## config.mk

```make
export PLATFORM = sky130hd
export DESIGN_NAME = sqrt_error_monitor_flat
export DESIGN_NICKNAME = d
export VERILOG_FILES = /design/src/rtl/sqrt_mon_pkg.sv /design/src/rtl/sqrt_error_monitor_if.sv /design/src/rtl/sqrt_error_monitor_isqrt_iter.sv /design/src/rtl/sqrt_error_monitor.sv /design/src/flat_wrapper.sv
export SDC_FILE = /design/constraint.sdc
export NUM_CORES = 1
export LEC_CHECK = 0
export BUFFER_PORTS_ARGS = -buffer_cell sky130_fd_sc_hd__buf_2
export CORE_MARGIN = 1.5
export CORE_UTILIZATION = 33
export CTS_CLUSTER_SIZE = 30
export DETAILED_ROUTE_END_ITERATION = 7
export GPL_TIMING_DRIVEN = 0
export PLACE_DENSITY = 0.59
export SLEW_MARGIN = 30
export SYNTH_ARGS = -nofsm -noshare
export SYNTH_HDL_FRONTEND = slang
export SYNTH_SLANG_ARGS = --single-unit
```

## constraint.sdc

```tcl
create_clock -name clk -period 12.7 [get_ports clk]
set_input_delay 2.54 -clock clk [delete_from_list [all_inputs] [get_ports clk]]
set_output_delay 2.54 -clock clk [all_outputs]
set_load 0.005 [all_outputs]
```

## src/rtl/sqrt_mon_pkg.sv

```systemverilog
// Shared types and saturation-limit helpers for the square-root error monitor.
package sqrt_mon_pkg;

   typedef enum logic [1:0] {
      IDLE   = 2'd0,
      CALC   = 2'd1,
      UPDATE = 2'd2
   } state_e;

   function automatic logic [63:0] umax_f(input int unsigned w);
      umax_f = (64'd1 << w) - 64'd1;
   endfunction

   function automatic logic signed [63:0] smax_f(input int unsigned w);
      smax_f = $signed((64'd1 << (w - 32'd1)) - 64'd1);
   endfunction

   function automatic logic signed [63:0] smin_f(input int unsigned w);
      smin_f = -$signed(64'd1 << (w - 32'd1));
   endfunction

endpackage

```

## src/rtl/sqrt_error_monitor_if.sv

```systemverilog
// Sample handshake between a producer (master) and the error monitor (slave).
interface sqrt_error_monitor_if #(
   parameter int IN_W  = 16,
   parameter int OUT_W = IN_W / 2
);
   logic             in_valid;
   logic             in_ready;
   logic [IN_W-1:0]  in_r;
   logic [OUT_W-1:0] in_q;

   modport master (output in_valid, output in_r, output in_q, input in_ready);
   modport slave  (input in_valid, input in_r, input in_q, output in_ready);
endinterface

```

## src/rtl/sqrt_error_monitor_isqrt_iter.sv

```systemverilog
// Restoring integer square root producing one root bit per cycle after start.
module isqrt_iter #(
   parameter int IN_W  = 16,
   parameter int OUT_W = IN_W / 2
) (
   input  logic             clk,
   input  logic             rst,
   input  logic             start,
   input  logic [IN_W-1:0]  radicand,
   output logic             done,
   output logic [OUT_W-1:0] root
);
   localparam int REM_W  = OUT_W + 3;
   localparam int ITER_W = $clog2(OUT_W + 1);

   logic [IN_W-1:0]   rad_q, rad_d;
   logic [REM_W-1:0]  rem_q, rem_d;
   logic [OUT_W-1:0]  root_q, root_d;
   logic [ITER_W-1:0] cnt_q, cnt_d;
   logic [REM_W-1:0]  shifted_s, trial_s;

   // One restoring step: bring down two radicand bits and try root*4+1.
   always_comb begin
      shifted_s = {rem_q[REM_W-3:0], rad_q[IN_W-1 -: 2]};
      trial_s   = {1'b0, root_q, 2'b01};
      rad_d     = rad_q;
      rem_d     = rem_q;
      root_d    = root_q;
      cnt_d     = cnt_q;
      if (start) begin
         rad_d  = radicand;
         rem_d  = '0;
         root_d = '0;
         cnt_d  = ITER_W'(OUT_W);
      end else if (cnt_q != '0) begin
         rad_d = {rad_q[IN_W-3:0], 2'b00};
         cnt_d = cnt_q - ITER_W'(1);
         if (shifted_s >= trial_s) begin
            rem_d  = shifted_s - trial_s;
            root_d = {root_q[OUT_W-2:0], 1'b1};
         end else begin
            rem_d  = shifted_s;
            root_d = {root_q[OUT_W-2:0], 1'b0};
         end
      end else begin
         cnt_d = '0;
      end
   end

   // Iteration state register.
   always_ff @(posedge clk) begin
      if (rst) begin
         rad_q  <= '0;
         rem_q  <= '0;
         root_q <= '0;
         cnt_q  <= '0;
      end else begin
         rad_q  <= rad_d;
         rem_q  <= rem_d;
         root_q <= root_d;
         cnt_q  <= cnt_d;
      end
   end

   // High during the cycle that resolves the last root bit.
   assign done = (cnt_q == ITER_W'(1));
   assign root = root_q;
endmodule

```

## src/rtl/sqrt_error_monitor.sv

```systemverilog
// Measures |Q - floor(sqrt(R))| statistics; define SQRT_MON_BIAS_EN to add signed bias_sum.
module sqrt_error_monitor
   import sqrt_mon_pkg::*;
#(
   parameter int IN_W  = 16,
   parameter int CNT_W = 32
) (
   input  logic                clk,
   input  logic                rst,
   input  logic                clear,
   sqrt_error_monitor_if.slave in_if,
   output logic                upd_valid,
   output logic [CNT_W-1:0]    sample_cnt,
   output logic [CNT_W-1:0]    err_cnt,
   output logic [CNT_W-1:0]    ed_sum,
   output logic [IN_W/2-1:0]   ed_max
`ifdef SQRT_MON_BIAS_EN
   ,
   output logic signed [CNT_W-1:0] bias_sum
`endif
);
   localparam int OUT_W = IN_W / 2;
   localparam int SUM_W = ((CNT_W > OUT_W + 1) ? CNT_W : OUT_W + 1) + 1;
   localparam logic [CNT_W-1:0] CNT_MAX = CNT_W'(umax_f(CNT_W));

   state_e           state_q, state_d;
   logic [OUT_W-1:0] q_q, q_d;
   logic             start_s, done_s, iter_rst_s;
   logic [OUT_W-1:0] root_s;
   logic [OUT_W:0]   err_s;
   logic [SUM_W-1:0] sum_wide_s;
   logic             upd_valid_q, upd_valid_d;
   logic [CNT_W-1:0] sample_cnt_q, sample_cnt_d, err_cnt_q, err_cnt_d, ed_sum_q, ed_sum_d;
   logic [OUT_W-1:0] ed_max_q, ed_max_d;

   assign iter_rst_s = rst | clear;

   isqrt_iter #(.IN_W(IN_W), .OUT_W(OUT_W)) u_isqrt (
      .clk      (clk),
      .rst      (iter_rst_s),
      .start    (start_s),
      .radicand (in_if.in_r),
      .done     (done_s),
      .root     (root_s)
   );

   // Sequencing: accept in IDLE, iterate in CALC, absorb in UPDATE.
   always_comb begin
      state_d = state_q;
      start_s = 1'b0;
      q_d     = q_q;
      if (clear) begin
         state_d = IDLE;
      end else begin
         case (state_q)
            IDLE: begin
               if (in_if.in_valid) begin
                  start_s = 1'b1;
                  q_d     = in_if.in_q;
                  state_d = CALC;
               end else begin
                  state_d = IDLE;
               end
            end
            CALC: begin
               if (done_s) state_d = UPDATE;
               else        state_d = CALC;
            end
            UPDATE:  state_d = IDLE;
            default: state_d = IDLE;
         endcase
      end
   end

   // Error magnitude and saturating statistics update.
   always_comb begin
      if ({1'b0, q_q} >= {1'b0, root_s}) err_s = {1'b0, q_q} - {1'b0, root_s};
      else                               err_s = {1'b0, root_s} - {1'b0, q_q};
      sum_wide_s   = SUM_W'(ed_sum_q) + SUM_W'(err_s);
      upd_valid_d  = 1'b0;
      sample_cnt_d = sample_cnt_q;
      err_cnt_d    = err_cnt_q;
      ed_sum_d     = ed_sum_q;
      ed_max_d     = ed_max_q;
      if (clear) begin
         sample_cnt_d = '0;
         err_cnt_d    = '0;
         ed_sum_d     = '0;
         ed_max_d     = '0;
      end else if (state_q == UPDATE) begin
         upd_valid_d = 1'b1;
         if (sample_cnt_q != CNT_MAX) sample_cnt_d = sample_cnt_q + CNT_W'(1);
         else                         sample_cnt_d = sample_cnt_q;
         if ((err_s != '0) && (err_cnt_q != CNT_MAX)) err_cnt_d = err_cnt_q + CNT_W'(1);
         else                                         err_cnt_d = err_cnt_q;
         if (sum_wide_s > SUM_W'(CNT_MAX)) ed_sum_d = CNT_MAX;
         else                              ed_sum_d = CNT_W'(sum_wide_s);
         if (err_s > {1'b0, ed_max_q}) ed_max_d = err_s[OUT_W-1:0];
         else                          ed_max_d = ed_max_q;
      end else begin
         upd_valid_d = 1'b0;
      end
   end

   // Control and statistics registers.
   always_ff @(posedge clk) begin
      if (rst) begin
         state_q      <= IDLE;
         q_q          <= '0;
         upd_valid_q  <= 1'b0;
         sample_cnt_q <= '0;
         err_cnt_q    <= '0;
         ed_sum_q     <= '0;
         ed_max_q     <= '0;
      end else begin
         state_q      <= state_d;
         q_q          <= q_d;
         upd_valid_q  <= upd_valid_d;
         sample_cnt_q <= sample_cnt_d;
         err_cnt_q    <= err_cnt_d;
         ed_sum_q     <= ed_sum_d;
         ed_max_q     <= ed_max_d;
      end
   end

`ifdef SQRT_MON_BIAS_EN
   localparam logic signed [CNT_W-1:0] BIAS_MAX = CNT_W'(smax_f(CNT_W));
   localparam logic signed [CNT_W-1:0] BIAS_MIN = CNT_W'(smin_f(CNT_W));

   logic signed [CNT_W-1:0] bias_q, bias_d;
   logic signed [SUM_W-1:0] dev_s, bias_wide_s;

   // Signed bias accumulation clamped at both limits.
   always_comb begin
      dev_s       = SUM_W'($signed({1'b0, q_q})) - SUM_W'($signed({1'b0, root_s}));
      bias_wide_s = SUM_W'(bias_q) + dev_s;
      bias_d      = bias_q;
      if (clear) begin
         bias_d = '0;
      end else if (state_q == UPDATE) begin
         if (bias_wide_s > SUM_W'(BIAS_MAX))      bias_d = BIAS_MAX;
         else if (bias_wide_s < SUM_W'(BIAS_MIN)) bias_d = BIAS_MIN;
         else                                     bias_d = CNT_W'(bias_wide_s);
      end else begin
         bias_d = bias_q;
      end
   end

   // Bias register.
   always_ff @(posedge clk) begin
      if (rst) bias_q <= '0;
      else     bias_q <= bias_d;
   end

   assign bias_sum = bias_q;
`endif

   assign in_if.in_ready = (state_q == IDLE);
   assign upd_valid      = upd_valid_q;
   assign sample_cnt     = sample_cnt_q;
   assign err_cnt        = err_cnt_q;
   assign ed_sum         = ed_sum_q;
   assign ed_max         = ed_max_q;
endmodule

```

## src/flat_wrapper.sv

```systemverilog
// flat-port wrapper written by rule: the top's interface ports become plain ports
module sqrt_error_monitor_flat import sqrt_mon_pkg::*;
#(
   parameter int IN_W  = 16,
   parameter int CNT_W = 32
)
  (clk, rst, clear, upd_valid, sample_cnt, err_cnt, ed_sum, ed_max, in_if_in_valid, in_if_in_r, in_if_in_q, in_if_in_ready);
  sqrt_error_monitor_if #(.IN_W(IN_W)) in_if_i ();
  input  logic clk;
  input  logic rst;
  input  logic clear;
  output logic upd_valid;
  output logic [CNT_W-1:0] sample_cnt;
  output logic [CNT_W-1:0] err_cnt;
  output logic [CNT_W-1:0] ed_sum;
  output logic [IN_W/2-1:0] ed_max;
  input wire logic [$bits(in_if_i.in_valid)-1:0] in_if_in_valid;
  input wire logic [$bits(in_if_i.in_r)-1:0] in_if_in_r;
  input wire logic [$bits(in_if_i.in_q)-1:0] in_if_in_q;
  output wire logic [$bits(in_if_i.in_ready)-1:0] in_if_in_ready;
  assign in_if_i.in_valid = in_if_in_valid;
  assign in_if_i.in_r = in_if_in_r;
  assign in_if_i.in_q = in_if_in_q;
  assign in_if_in_ready = in_if_i.in_ready;
  sqrt_error_monitor #(.IN_W(IN_W), .CNT_W(CNT_W)) u_core (.clk(clk), .rst(rst), .clear(clear), .in_if(in_if_i), .upd_valid(upd_valid), .sample_cnt(sample_cnt), .err_cnt(err_cnt), .ed_sum(ed_sum), .ed_max(ed_max));
endmodule
```

==> results.py <==
metrics = {
    "logic_synthesis": {
        "yosysUniqueCellTypes": 65,
        "synth_area_leader_cell": "dfxtp_1",
        "synth_adder_area_share": 0.0779,
        "yosysTopAreaCellShare": 0.359,
        "synthFlopType": "dfxtp_1",
        "synth-seq-cells": 152,
        "syn_avg_cell_area_um2": 8.10,
        "netlist_area_um2": 8480,
        "yosysSeqAreaShare": 0.359,
        "yosysMostFrequentCell": "dfxtp_1",
        "syn_inst": 1047,
        "synth-simple-area-share": 0.255,
        "synthMuxAreaShare": 0.0206,
        "synth_xor_area_frac": 0.0413,
        "yosys_warnings": 0,
        "yosys-top-cells-area": "dfxtp_1, ha_1, nand2_1, a21oi_1, nor2_1",
        "synth-compound-area-share": 0.191,
        "async_flop_share": 0,
        "synth_top_family_by_area": "simple AND/OR/NAND/NOR gates",
        "synth-edff-count": 0,
        "syn-num-nets": 1126,
        "yosys-top-cells-count": "dfxtp_1, nand2_1, nor2_1",
    },
    "worst_setup_path": {
        "crit_path_max_fanout": 10,
        "cp_slowest_stage_delay_ns": 0.48,
        "crit_type": "register to register",
        "cp_slowest_cell": "clkbuf_1",
        "worstPathArrival_ns": 5.30,
        "cpLargestDelayFamily": "compound AO/OA/AOI/OAI gates",
        "cp_cell_sequence": "inv_1 > ha_1 > nor2b_1 > o21a_1 > o31a_1 > nor2_8 > mux2_4 > fa_1 > a21o_1 > a21oi_1 > o21a_1 > nor2_1 > a21oi_1 > or3_1 > clkbuf_1 > clkbuf_1 > a31oi_1",
        "cp.required_ns": 13.00,
        "worst-path-buf-inv": 3,
        "critPathCaptureType": "register",
        "start_kind": "register",
    },
    "job": {
        "max_cap_viol_count": 0,
    },
    "die": {
        "initial_core_util": 0.337,
        "core_area_um2": 25200,
        "top_level_ports": 134,
        "dieHeight_um": 163,
        "die_x_um": 163,
        "die_area_um2": 26700,
        "std_cell_rows": 58,
    },
    "power": {
        "sw_frac_of_total": 0.278,
        "clkPwrFrac": 0.436,
        "ir_drop_uv": 66.8,
        "p_int_uw": 841,
        "p_leak_uw": 0.00404,
        "switching_power_uw": 324,
        "combPwrFrac": 0.148,
        "p_seq_frac": 0.416,
        "p_per_area_nw_per_um2": 115,
    },
    "placed_design": {
        "gp_congestion": 0.896,
        "postPlaceCellArea_um2": 9560,
        "io_buffers": 133,
        "dpl_worst_slack_ns": 7.68,
        "dp_hpwl_mm": 18.0,
    },
    "clock_tree": {
        "cts_setup_buffers": 0,
        "clockBufferDepth": 2,
        "numCtsBuffers": 17,
        "clkTransAtPathRegs_ns": 0.06,
        "clockRootBuffer": "clkbuf_16",
        "clk_latency_ns": 0.44,
        "post_cts_resized": 0,
        "htree_levels": 4,
        "cts.sinks": 152,
        "cts_tree": "yes",
        "holdBufCountCts": 0,
    },
    "timing": {
        "fin_crit_sh": 0.394,
        "rsz0062_at_grt": "false",
        "max-slew-margin-rel": 0.488,
        "worst_slew_pin_slew_ns": 0.766,
        "hold_viol": 0,
        "skew_ns": 0.0185,
        "fin_tns_setup_ns": 0,
        "setup_slack_ns": 7.70,
        "finalWorstPathRequiredPeriod_ns": 5.00,
        "max_freq_mhz": 200,
        "setup_viol_count_final": 0,
        "slew_viol_final": 0,
    },
    "finish": {
        "syn2layout_area_growth_pct": 19.7,
        "n_antenna_cell": 0,
        "drive_gt1_frac": 0.163,
        "layout.nets": 1278,
        "finish.instance_area_um2": 10200,
    },
    "drt": {
        "drc": 0,
        "drt_iter0_drc": 445,
        "avgViaCountPerCell": 5.24,
        "ant_nets": 0,
        "first_pass_iters": 5,
        "wl_per_cell_um": 15.4,
        "wirelength_mm": 23.8,
        "routed-via-count": 8077,
    },
    "worst_hold_path": {
        "hold_class": "register to register",
    },
    "status": {
        "status": "finished clean",
    },
    "grt": {
        "grt_max_degree": 17,
        "grt_pass1_wl_mm": 38.4,
        "grt_pass1_vias": 7429,
        "grtUsageTotal": 0.180,
        "overflow": 0,
        "antenna_found_initial": 0,
    },
}
[logic make-up (layout without fill, tap and decap cells)]
group           Yosys count  count (layout)
simple gates            429             429
compound gates          255             255
flops                   152             152
buf+inv                 103             268
fa+ha+maj                51              51
xor+xnor                 40              40
mux                      17              17
[cell type report]
type / count / area (um2)
multi-input combinational: 792 / 4970
fill: 2612 / 15000
inverter: 45 / 169
timing repair buffer: 133 / 666
buffer: 58 / 300
clock buffer: 21 / 480
tap: 330 / 413
sequential: 152 / 3040
clock inverter: 11 / 110
[worst paths after layout]
path,depth (start not counted),endpoint,slack (ns),startpoint
min,2,u_core.u_isqrt.rad_q[1],0.47,u_core.u_isqrt.rad_q[1]
min reg2reg,2,u_core.u_isqrt.rad_q[1],0.47,u_core.u_isqrt.rad_q[1]
max,17,u_core.ed_sum[4],7.70,u_core.u_isqrt.root[1]
max reg2reg,17,u_core.ed_sum[4],7.70,u_core.u_isqrt.root[1]
[state kept, by name (all words and copies together), names as in the netlist]
name                  cells
u_core.u_isqrt.rem_q      9
u_core.err_cnt           32
u_core.upd_valid          1
u_core.u_isqrt.rad_q     16
u_core.sample_cnt        32
u_core.ed_sum            32
u_core.q_q                8
u_core.u_isqrt.root       8
u_core.state_q            2
u_core.u_isqrt.cnt_q      4
u_core.ed_max             8
[cell usage in the layout, fill, tap and decap left out, types with 15 or more instances in the layout]
cell type  count
dfxtp_1      152
buf_2        138
nand2_1      116
nor2_1        97
a21oi_1       84
ha_1          48
o21ai_0       46
inv_1         45
clkbuf_1      38
or3_1         36
nor3_1        31
nand3_1       31
and3_1        27
xnor2_1       26
nand4_1       24
a211oi_1      21
a311oi_1      19
a31oi_1       17
clkbuf_16     17
mux2i_1       16
o21a_1        15
[routing by layer]
metal	vias to the layer above	track usage	part of all wire
li1	4078	-	-
met1	3758	0.248	0.49
met2	218	0.283	0.44
met3	23	0.0399	0.063
met4	0	0.0413	0.010
met5	-	0	0
[power by group through the flow]
stage	Combinational (uW)	Clock, uW	Sequential (uW)
6_report	172	509	484
4_1_cts	172	521	484
2_1_floorplan	128	0	494
3_5_place_dp	171	0	495
3_3_place_gp	170	0	495
5_1_grt	191	538	485
[per-stage QoR]
step	utilization	total power, uW	hold WS, ns	cells
global placement	0.380	665	0.460	1510
finish	0.403	1170	0.471	1542
global route	0.403	1210	0.504	1542
detailed placement	0.380	666	0.463	1510
floorplan	-	622	0.447	1047
CTS	0.403	1180	0.472	1542
[worst reg2reg max path, cell delays in order (launching register included)]
cell and delay (ns):
dfxtp_1 0.44, inv_1 0.15, ha_1 0.34, nor2b_1 0.16
o21a_1 0.20, o31a_1 0.38, nor2_8 0.17, mux2_4 0.37
fa_1 0.44, a21o_1 0.19, a21oi_1 0.27, o21a_1 0.17
nor2_1 0.05, a21oi_1 0.25, or3_1 0.27, clkbuf_1 0.38
clkbuf_1 0.48, a31oi_1 0.16
No activity file was read; power rests on OpenSTA's default activity.
